--- config.mk ---
export PLATFORM = sky130hd
export DESIGN_NAME = data_distributor
export DESIGN_NICKNAME = d
export VERILOG_FILES = /design/src/rtl/data_distributor.sv
export SDC_FILE = /design/constraint.sdc
export NUM_CORES = 1
export LEC_CHECK = 0
export ABC_AREA = 1
export ABC_CLOCK_PERIOD_IN_PS = 2500
export CAP_MARGIN = 30
export CORE_UTILIZATION = 67
export DETAILED_ROUTE_END_ITERATION = 7
export DONT_BUFFER_PORTS = 1
export PLACE_DENSITY = 0.83
export SLEW_MARGIN = 15
export SYNTH_ARGS = -nofsm -noshare
export SYNTH_HDL_FRONTEND = slang
export SYNTH_SLANG_ARGS = --single-unit
export TNS_END_PERCENT = 10
--- constraint.sdc ---
create_clock -name clk -period 2.5 [get_ports clk]
set_input_delay 0.5 -clock clk [delete_from_list [all_inputs] [get_ports clk]]
set_output_delay 0.5 -clock clk [all_outputs]
set_load 0.01 [all_outputs]
--- src/rtl/data_distributor.sv ---
`timescale 1ns / 1ps
// data_distributor: routes one input word either to a single selected channel (directed mode)
// or to every channel in turn (sweep mode). Channel outputs and strobes are registered.
module data_distributor #(
   parameter int unsigned WIDTH = 8,
   parameter int unsigned CH    = 8,
   parameter int unsigned SEL_W = 3
) (
   input  logic                clk,
   input  logic                rst_n,
   input  logic                in_valid,
   output logic                in_ready,
   input  logic [WIDTH-1:0]    in_data,
   input  logic [SEL_W-1:0]    in_sel,
   input  logic                in_mode,
   output logic [CH*WIDTH-1:0] out_data,
   output logic [CH-1:0]       out_valid,
   output logic                busy,
   output logic                err
);

   typedef enum logic [0:0] {StIdle, StSweep} state_e;

   localparam logic [SEL_W-1:0] LastPtr = SEL_W'(CH - 1);

   state_e              state_q, state_d;
   logic [SEL_W-1:0]    ptr_q, ptr_d;
   logic [WIDTH-1:0]    latch_q, latch_d;
   logic [CH*WIDTH-1:0] data_q, data_d;
   logic [CH-1:0]       valid_q, valid_d;
   logic                err_q, err_d;

   logic                accept;
   logic                sel_ok;
   logic                ptr_last;
   logic                wr_en;
   logic [SEL_W-1:0]    wr_idx;
   logic [WIDTH-1:0]    wr_data;

   assign accept   = in_valid & in_ready;
   // Selects can encode values beyond CH-1 when CH is not a power of two.
   assign sel_ok   = 32'(in_sel) < CH;
   assign ptr_last = (ptr_q == LastPtr);

   // State register
   always_ff @(posedge clk or negedge rst_n) begin
      if (!rst_n) begin
         state_q <= StIdle;
      end else begin
         state_q <= state_d;
      end
   end

   // Next-state: a sweep accept enters StSweep, the write of the last channel leaves it
   always_comb begin
      state_d = state_q;
      case (state_q)
         StIdle:  if (accept && in_mode) state_d = StSweep;
         StSweep: if (ptr_last) state_d = StIdle;
         default: state_d = StIdle;
      endcase
   end

   // Handshake and status outputs decoded purely from state
   always_comb begin
      in_ready = (state_q == StIdle);
      busy     = (state_q == StSweep);
   end

   // Pick the single write for this edge: sweep pointer, directed select, or nothing
   always_comb begin
      wr_en   = 1'b0;
      wr_idx  = ptr_q;
      wr_data = latch_q;
      err_d   = 1'b0;
      ptr_d   = ptr_q;
      latch_d = latch_q;
      if (state_q == StSweep) begin
         wr_en = 1'b1;
         ptr_d = ptr_last ? '0 : ptr_q + SEL_W'(1);
      end else if (accept) begin
         if (in_mode) begin
            latch_d = in_data;
            ptr_d   = '0;
         end else if (sel_ok) begin
            wr_en   = 1'b1;
            wr_idx  = in_sel;
            wr_data = in_data;
         end else begin
            err_d = 1'b1;
         end
      end
   end

   // Decode the write onto channel data and the one-hot strobe
   always_comb begin
      data_d  = data_q;
      valid_d = '0;
      for (int unsigned k = 0; k < CH; k++) begin
         if (wr_en && (wr_idx == SEL_W'(k))) begin
            data_d[k*WIDTH +: WIDTH] = wr_data;
            valid_d[k]               = 1'b1;
         end
      end
   end

   // Datapath registers, all cleared asynchronously by reset
   always_ff @(posedge clk or negedge rst_n) begin
      if (!rst_n) begin
         ptr_q   <= '0;
         latch_q <= '0;
         data_q  <= '0;
         valid_q <= '0;
         err_q   <= 1'b0;
      end else begin
         ptr_q   <= ptr_d;
         latch_q <= latch_d;
         data_q  <= data_d;
         valid_q <= valid_d;
         err_q   <= err_d;
      end
   end

   assign out_data  = data_q;
   assign out_valid = valid_q;
   assign err       = err_q;

endmodule
==> out/metrics.cfg <==
[clocking]
cts_tree = built
cts_sinks = 84
hold_buffers = 1
clk_latency_ns = 0.35
cts_made_buffers = 9
clk_pin_slew_ns = 0.09
clk_path_buf_depth = 2
cts.root.buffer_cell = clkbuf_8
cts_resized = 0
htreeDepth = 3
cts_setup_buffers = 0

[floorplan]
io_pins = 90
dieHeight_um = 76.0
die_w_um = 76.0
initial_core_util = 0.706
core_um2 = 5200
row_count = 26
dieArea_um2 = 5780

[min_path]
holdCritPathClass = in -> async

[global_routing]
grt_remaining_overflow = 0
grt_pass1_vias = 2508
grt_usage = 0.287
grt_max_degree = 85
grt_pass1_wl_um = 12700
antenna_found_initial = 0

[pwr]
leakage_nw = 2.14
ir_worst_vdd_mv = 0.843
p_per_area_nw_per_um2 = 1420

[cells_and_area]
regArea_um2 = 2100
final_cell_area_um2 = 3870
diodes = 0
fillers = 397
multi_input_area_um2 = 1340
drive_above_1_share = 0.124
syn_to_final_growth_pct = 5.45
nets = 423

[sta]
worstMarginPinSlew_ns = 0.694
min_period_ns = 2.08
setup_tns_ns = 0
hold-worst-slack_ns = 0.0420
setup_ws_ns = 0.416
slew_violations = 0
hold_viol = 0
setup_viol = 0
fmax_ghz = 0.480
fin_worst_skew_ns = 0.0127
slew_headroom = 0.534
grt_setup_unrepaired = false
fin_crit_sh = 0.834

[yosys]
synth_fp_nets = 422
synth-seq-cells = 84
synth_edf_count = 0
yosys-top-cells-count = nand2_1 (168), dfrtp_1 (84), nand3_1 (65), inv_1 (24), nand2_2 (12)
netlist_instances = 405
async_reset_ff_frac = 1.00
synthTopCellsByArea = dfrtp_1 (57%), nand2_1 (17%), nand3_1 (8.9%), buf_6 (3.1%), inv_1 (2.5%)
syn_area_um2 = 3670
ys_types = 25
synth-warning-count = 0
yosysMostFrequentCell = nand2_1
post_synth.cell_area_avg_um2 = 9.07
yosysTopAreaCell = dfrtp_1
synth_top_cell_area_share = 0.572
ys_dominant_reg_cell = dfrtp_1
ys_seq_area_frac = 0.572

[place]
globalplace.congestion = 0.810
io_buffers = 0
dpl.hpwl_um = 5100
place_ws_ns = 0.425
place_area_um2 = 3640

[critical_path]
path_class = reg -> reg
cp.arrival_ns = 2.32
critPathMaxFanout = 36
crit_path_end_kind = flip-flop
start_kind = flip-flop
cp.required_ns = 2.74

[detailed_routing]
first_pass_iters = 5
routedWlPerCell_um = 15.9
drcViolationCount = 0
ant_nets = 0
vias_per_cell = 5.59
drt_iter0_drc = 228
wirelength_um = 7640
dr_total_vias = 2689

[status]
status = completed

[run]
max_cap_viol_count = 0

cells by family after synthesis:
family / share of synthesized area
adder cells (fa/ha/maj): 0.00681
AND/OR/NAND/NOR: 0.321
flip-flops: 0.572
AO/OA/AOI/OAI: 0.0348
buffers and inverters: 0.0641
other: 0.00102
worst max-delay path: stages, from the launching register on:
cell     delay, ns
dfrtp_1       0.50
inv_2         0.17
nand3_4       0.24
nand2_1       0.13
nand2_1       0.13
nor2_8        0.41
nand2_2       0.21
nand2_1       0.11
nand2_1       0.06
path summary, 6_finish.rpt:
| kind | start | endpoint | slack (ns) | cells after the start |
|---|---|---|---|---|
| worst max-delay path | busy | out_data[60] | 0.42 | 8 |
| worst min-delay path | rst_n | out_data[12] | 0.04 | 1 |
| worst max register to register | busy | out_data[60] | 0.42 | 8 |
| worst min register to register | latch_q[5] | latch_q[5] | 0.49 | 2 |
| max in group asynchronous | rst_n | out_data[5] | 2.14 | 1 |
| min in group clk | in_data[7] | latch_q[7] | 0.32 | 2 |
stage by stage:
step           power (mW)  cells  utilization
2_1_floorplan        4.15    405            -
3_3_place_gp         4.40    464        0.700
3_5_place_dp         4.51    464        0.700
4_1_cts              5.52    481        0.744
5_1_grt              5.89    481        0.744
6_report             5.50    481        0.744
layout by cell type, fill, tap and decap left out, drive strengths merged, types with 2 or more instances in the layout:
cell type,netlist,layout
a21oi,2,2
buf,12,3
clkbuf,1,11
clkinv,0,2
dfrtp,84,84
ha,2,2
inv,27,28
nand2,180,180
nand3,67,67
nor2,9,9
o21ai,17,17
cell type report:
type                            count  share of cell area
Sequential cell                    84               0.543
Multi-Input combinational cell    281               0.345
Clock buffer                       11              0.0365
Inverter                           27              0.0268
Tap cell                           70              0.0226
Clock inverter                      5              0.0155
Timing Repair Buffer                3              0.0110
power breakdown:
group / switching [mW] / internal, mW
Combinational: 1.36 / 0.550
Sequential: 0.654 / 1.94
Clock: 0.491 / 0.493
state kept, by name, indices dropped and copies added (netlist names):
name       flops
out_data      64
latch_q        8
out_valid      8
ptr_q          3
busy           1
routing by layer:
layer,track usage,part of all wire,vias to the layer above
met5,0,0,-
met4,0.115,0.017,0
met3,0.0766,0.079,17
met2,0.428,0.47,117
met1,0.405,0.43,1268
li1,-,-,1287
Power figures use the tool's default switching activity.
